File: src/rtl/uart_tx_arbiter.sv
// Packet-level round-robin arbiter feeding the shared UART TX FIFO, with an idle-source watchdog.
// Optional per-packet source header byte when UART_TX_SRC_TAG_EN is defined.
module uart_tx_arbiter #(
  parameter int NUM_SRC      = 4,
  parameter int IDLE_TIMEOUT = 1000
) (
  input  logic                   clk,
  input  logic                   rst,
  input  logic [NUM_SRC-1:0]     srcValid,
  input  logic [8*NUM_SRC-1:0]   srcData,
  input  logic [NUM_SRC-1:0]     srcLast,
  output logic [NUM_SRC-1:0]     srcReady,
  output logic                   wrEn,
  output logic [7:0]             din,
  input  logic                   full,
  output logic [NUM_SRC-1:0]     grant,
  output logic                   busy,
  output logic                   timeoutErr
);

  localparam int          IW      = (NUM_SRC > 1) ? $clog2(NUM_SRC) : 1;
  localparam logic [15:0] TO_LAST = 16'(IDLE_TIMEOUT - 1);

`ifdef UART_TX_SRC_TAG_EN
  typedef enum logic [1:0] {S_IDLE, S_TAG, S_XFER} state_t;
`else
  typedef enum logic [1:0] {S_IDLE, S_XFER} state_t;
`endif

  state_t               r_state, w_state_nx;
  logic [NUM_SRC-1:0]   r_grant, w_grant_nx;
  logic [IW-1:0]        r_ptr, w_ptr_nx;
  logic [15:0]          r_cnt, w_cnt_nx;

  logic                 w_any;
  logic [IW-1:0]        w_sel, w_idx;
  logic                 w_gvalid, w_glast;
  logic [7:0]           w_gdata;

  // Nearest requester after ptr wins, so scan from farthest to nearest and keep the last hit.
  always_comb begin
    w_any = 1'b0;
    w_sel = '0;
    w_idx = '0;
    for (int k = NUM_SRC; k >= 1; k--) begin
      w_idx = IW'((int'(r_ptr) + k) % NUM_SRC);
      if (srcValid[w_idx]) begin
        w_any = 1'b1;
        w_sel = w_idx;
      end
    end
  end

  // Grant is one-hot, so the owner's signals are an AND-OR select.
  always_comb begin
    w_gdata = 8'h00;
    for (int i = 0; i < NUM_SRC; i++)
      if (r_grant[i]) w_gdata = w_gdata | srcData[8*i +: 8];
  end
  assign w_gvalid = |(srcValid & r_grant);
  assign w_glast  = |(srcLast  & r_grant);

  always_comb begin
    w_state_nx = r_state;
    w_grant_nx = r_grant;
    w_ptr_nx   = r_ptr;
    w_cnt_nx   = r_cnt;
    srcReady   = '0;
    wrEn       = 1'b0;
    din        = 8'h00;
    timeoutErr = 1'b0;
    case (r_state)
      S_IDLE: begin
        if (w_any) begin
          w_grant_nx        = '0;
          w_grant_nx[w_sel] = 1'b1;
          w_ptr_nx          = w_sel;
          w_cnt_nx          = '0;
`ifdef UART_TX_SRC_TAG_EN
          w_state_nx        = S_TAG;
`else
          w_state_nx        = S_XFER;
`endif
        end
      end
`ifdef UART_TX_SRC_TAG_EN
      S_TAG: begin
        if (!full) begin
          wrEn       = 1'b1;
          din        = {4'hA, 4'(r_ptr)};
          w_cnt_nx   = '0;
          w_state_nx = S_XFER;
        end
      end
`endif
      S_XFER: begin
        srcReady = r_grant & {NUM_SRC{!full}};
        if (w_gvalid && !full) begin
          wrEn     = 1'b1;
          din      = w_gdata;
          w_cnt_nx = '0;
          if (w_glast) begin
            w_grant_nx = '0;
            w_state_nx = S_IDLE;
          end
        end else if (!w_gvalid) begin
          // Only cycles where the owner withholds data count toward revocation.
          if (r_cnt >= TO_LAST) begin
            timeoutErr = 1'b1;
            w_grant_nx = '0;
            w_cnt_nx   = '0;
            w_state_nx = S_IDLE;
          end else begin
            w_cnt_nx = r_cnt + 16'd1;
          end
        end
      end
      default: w_state_nx = S_IDLE;
    endcase
  end

  always_ff @(posedge clk or posedge rst) begin
    if (rst) begin
      r_state <= S_IDLE;
      r_grant <= '0;
      r_ptr   <= IW'(NUM_SRC - 1);
      r_cnt   <= '0;
    end else begin
      r_state <= w_state_nx;
      r_grant <= w_grant_nx;
      r_ptr   <= w_ptr_nx;
      r_cnt   <= w_cnt_nx;
    end
  end

  assign grant = r_grant;
  assign busy  = |r_grant;

endmodule

File: config.mk
export PLATFORM = sky130hd
export DESIGN_NAME = uart_tx_arbiter
export DESIGN_NICKNAME = d
export VERILOG_FILES = /design/src/rtl/uart_tx_arbiter.sv
export SDC_FILE = /design/constraint.sdc
export NUM_CORES = 1
export LEC_CHECK = 0
export BUFFER_PORTS_ARGS = -buffer_cell sky130_fd_sc_hd__buf_4
export CAP_MARGIN = 40
export CORE_ASPECT_RATIO = 1.25
export CORE_MARGIN = 2
export CORE_UTILIZATION = 25
export CTS_BUF_LIST = sky130_fd_sc_hd__clkbuf_16
export CTS_CLUSTER_SIZE = 30
export DETAILED_ROUTE_END_ITERATION = 12
export PLACE_DENSITY = 0.52
export RECOVER_POWER = 100
export SYNTH_ARGS = -nofsm -noshare
export SYNTH_HDL_FRONTEND = slang
export SYNTH_SLANG_ARGS = --single-unit
File: constraint.sdc
create_clock -name clk -period 3 [get_ports clk]
set_input_delay 0.3 -clock clk [delete_from_list [all_inputs] [get_ports clk]]
set_output_delay 0.3 -clock clk [all_outputs]
set_load 0.05 [all_outputs]
==> results by group <==
Yosys
  • Number of warning messages in the yosys log: 0
  • Mapped Nets: 210
  • Syn Inst Count: between 150 and 200
  • Number of enable-type register cells in the synthesized netlist: 0
  • Most instantiated flip-flop cell in the synthesis netlist: sky130_fd_sc_hd__dfrtp_1
  • Avg Inst Size Synth: around 9.2 um^2
  • Post-Syn Area: around 1500 um^2
  • Sequential fraction of the synthesis area: 37.7%
  • Flip-flop and latch count after synthesis: 23
  • FFs w/ async S/R, synth: 100%
  • Count of unique library cells instantiated by Yosys: between 50 and 60

Timing
  • Minimum hold slack: 0.0231 ns
  • Setup TNS after final layout: 0 ns
  • Pins Over Slew Limit: 0
  • Setup violators final: 0
  • Maximum clock frequency: 397 MHz
  • Max_slew headroom: approximately half
  • Worst Setup Slack, final: ~0.48 ns
  • Actual transition at the worst max-transition pin: about 0.76 ns
  • Post-Route Skew: 0.00286 ns
  • RSZ-0062 raised after global routing: no
  • Final Critical Period: ~2.5 ns
  • Final Cycle Share: 84.0%
  • Endpoints failing hold: 0

Floorplanning
  • X dimension of the die: 74.0 um
  • Initial cell density of the core: about a quarter
  • Area of the die: between 6000 and 7000 um^2
  • # rows: 31
  • I/O pin count: 62
  • Placeable core region: ~5900 um^2
  • Height of the die: just over 90 um

CTS
  • Clock latency on the worst-skew pair: approximately 0.26 ns
  • Clk root buf: sky130_fd_sc_hd__clkbuf_16
  • TritonCTS clock tree: yes
  • Cts hold-fix bufs: 0
  • Reg clk slew, reported paths: 0.06 ns
  • H-tree depth reported by CTS: 1
  • Post_cts resized: 0
  • Clock net sink count: 23
  • Buffer count from post-CTS setup fixing: 0
  • Total clock buffers created by CTS: 3
  • Maximum count of clock buffers along a single path: 2

Pwr
  • Power share of the clock group: a little under 20%
  • Share of total power in sequential cells: approximately a third
  • Worst voltage drop across the vdd grid: a little under 0.3 mV
  • Final Power: approximately 0.0015 W
  • Switching Share: a little under half
  • Share of total power in combinational logic: between 40% and 50%
  • Power per unit of standard cell area: around 730 nW/um^2
  • Power dissipated by switching net loads: between 0.0006 and 0.0007 W
  • Cell-internal power: about 0.00080 W
  • P_leak: about 0.91 nW

Flow run
  • Max-cap check violation count: 0

Global routing
  • First-pass GRT wire length: about 7400 um
  • GRT Overall Usage: around 14%
  • Maximum number of pins on one net before global-route repair: 15
  • Initial antenna violation count: 0
  • Overflow after GRT: 0
  • Via count of the first global-routing pass: 1,547

Layout
  • Layout cells sized above 1: between 20% and 30%
  • Post-synthesis to final-layout area growth: 33.8%
  • Total inserted antenna cells: 0
  • Leading cell type in the layout, fill and taps excluded: sky130_fd_sc_hd__buf_4
  • Highest-count cells in the layout ignoring fill and taps: sky130_fd_sc_hd__buf_4, sky130_fd_sc_hd__dfrtp_1, sky130_fd_sc_hd__a22oi_1
  • FILL cells: 646
  • Final #Nets: 270

Routing
  • Drt first-iter violations: 83
  • Final WL: approximately 4400 um
  • Per-cell routed wire length: approximately 14 um
  • First-pass iteration count of the detailed router: 4
  • Post-route antenna net violation count: 0
  • Number of vias per cell: between 5 and 6
  • DRC viols: 0
  • Count of vias placed by the detailed router: approximately 1,600

Placement
  • Setup Slack @ Placement: 0.909 ns
  • Gp weighted congestion: 0.749
  • Count of buffers inserted at the top-level ports: 61
  • Detailed placer's ending HPWL: 3300 um

Status
  • Result of the run: complete, no violations

Worst setup path
  • Setup Crit Path Kind: register to primary output
  • Required time worst endpoint: 2.70 ns
  • Largest fanout on the critical path: 14
  • Endpoint type of the worst setup path: primary output
  • Startpoint kind of the worst setup timing path: register
  • Data arrival, critical path: approximately 2.2 ns

Worst hold path
  • Hold WC Path Type: input port to async pin
==> cells in the mapped netlist, types with 2 or more instances <==
cell	n	area share, %
sky130_fd_sc_hd__o21ai_2	2	1.1
sky130_fd_sc_hd__and3_1	5	2.0
sky130_fd_sc_hd__nor4bb_1	2	1.3
sky130_fd_sc_hd__nor2b_1	5	2.0
sky130_fd_sc_hd__a22oi_2	2	1.6
sky130_fd_sc_hd__and2_1	4	1.6
sky130_fd_sc_hd__o21ai_1	2	0.65
sky130_fd_sc_hd__a31o_2	2	1.1
sky130_fd_sc_hd__nor4_1	5	2.0
sky130_fd_sc_hd__o21ai_0	3	0.98
sky130_fd_sc_hd__o21a_1	6	2.9
sky130_fd_sc_hd__buf_4	2	0.98
sky130_fd_sc_hd__clkbuf_1	4	0.98
sky130_fd_sc_hd__dfstp_2	2	3.4
sky130_fd_sc_hd__nor3_1	3	0.98
sky130_fd_sc_hd__a32o_1	2	1.3
sky130_fd_sc_hd__a22o_1	5	2.9
sky130_fd_sc_hd__nand2_1	11	2.7
sky130_fd_sc_hd__a41oi_1	2	1.1
sky130_fd_sc_hd__nand2b_1	2	0.82
sky130_fd_sc_hd__a22oi_1	18	8.8
sky130_fd_sc_hd__o2bb2ai_1	2	1.1
sky130_fd_sc_hd__nor2_1	7	1.7
sky130_fd_sc_hd__a21oi_1	14	4.6
sky130_fd_sc_hd__inv_1	4	0.98
sky130_fd_sc_hd__nand3_1	5	1.6
sky130_fd_sc_hd__dfrtp_1	21	34
==> flip-flops by register name, indices dropped and copies added, names as in the netlist <==
signal,count
grant,4
r_ptr,2
r_cnt,16
r_state,1
==> worst max-delay path, stage by stage, from the launching register on <==
cell and delay [ns]:
sky130_fd_sc_hd__dfrtp_1 0.62, sky130_fd_sc_hd__a22oi_1 0.23, sky130_fd_sc_hd__nand2_1 0.20, sky130_fd_sc_hd__nand2_1 0.24, sky130_fd_sc_hd__a21oi_1 0.19, sky130_fd_sc_hd__clkbuf_1 0.48
==> final timing paths <==
path | slack (ns) | startpoint | end | cells past startpoint
setup / recovery | 0.48 | grant[2]$_DFFE_PP0P_ | din[0] | 5
max in group asynchronous | 1.97 | rst | r_cnt[15]$_DFFE_PP0P_ | 3
hold / removal | 0.02 | rst | r_cnt[2]$_DFFE_PP0P_ | 2
min in group clk | 0.43 | srcValid[2] | r_ptr[1]$_DFFE_PP1P_ | 4
setup reg to reg | 0.65 | r_cnt[0]$_DFFE_PP0P_ | r_cnt[8]$_DFFE_PP0P_ | 6
hold reg to reg | 0.50 | r_cnt[15]$_DFFE_PP0P_ | r_cnt[15]$_DFFE_PP0P_ | 1
==> cell type report <==
type	count	area (um^2)	area share [%]
multi-input cells	131	858	41.9
inverters	4	15.0	0.732
well taps	82	103	5.00
clock buffers	3	75.1	3.66
repair buffers	63	417	20.3
flip-flops and latches	23	578	28.2
clock inverters	1	5.00	0.244
==> cells by family after synthesis <==
logic type                 count (synthesis)  share of synthesized area (%)
AOI/OAI and AO/OA                         68                           33.0
adders and majority gates                  1                          0.816
buffers and inverters                     12                           4.00
DFF                                       23                           37.7
muxes                                      2                           1.39
and+or+nand+nor                           60                           23.1
==> power by group through the flow <==
stage / Sequential [W] / Clock [W] / Combinational (W)
2_1_floorplan: 0.000488 / 0 / 0.000596
3_3_place_gp: 0.000507 / 0 / 0.000792
3_5_place_dp: 0.000505 / 0 / 0.000795
4_1_cts: 0.000501 / 0.000302 / 0.000799
5_1_grt: 0.000510 / 0.000309 / 0.000777
6_report: 0.000495 / 0.000291 / 0.000707
==> through the flow <==
stage | cell area [um^2] | instances | utilization, %
floorplan | 1530 | 166 | -
global placement | 2050 | 302 | 35.1
detailed placement | 2070 | 303 | 35.3
CTS | 2150 | 307 | 36.7
global route | 2050 | 307 | 35.0
finish | 2050 | 307 | 35.0
==> routing by layer <==
layer / wire (um) / vias to the layer above / global-route usage [%]
met3: 262 / 2 / 2.00
li1: - / 762 / -
met2: 2160 / 53 / 22.3
met4: 38 / 0 / 4.55
met1: 1900 / 742 / 18.0
met5: 0 / - / 0
(Power assumes the default switching activity.)
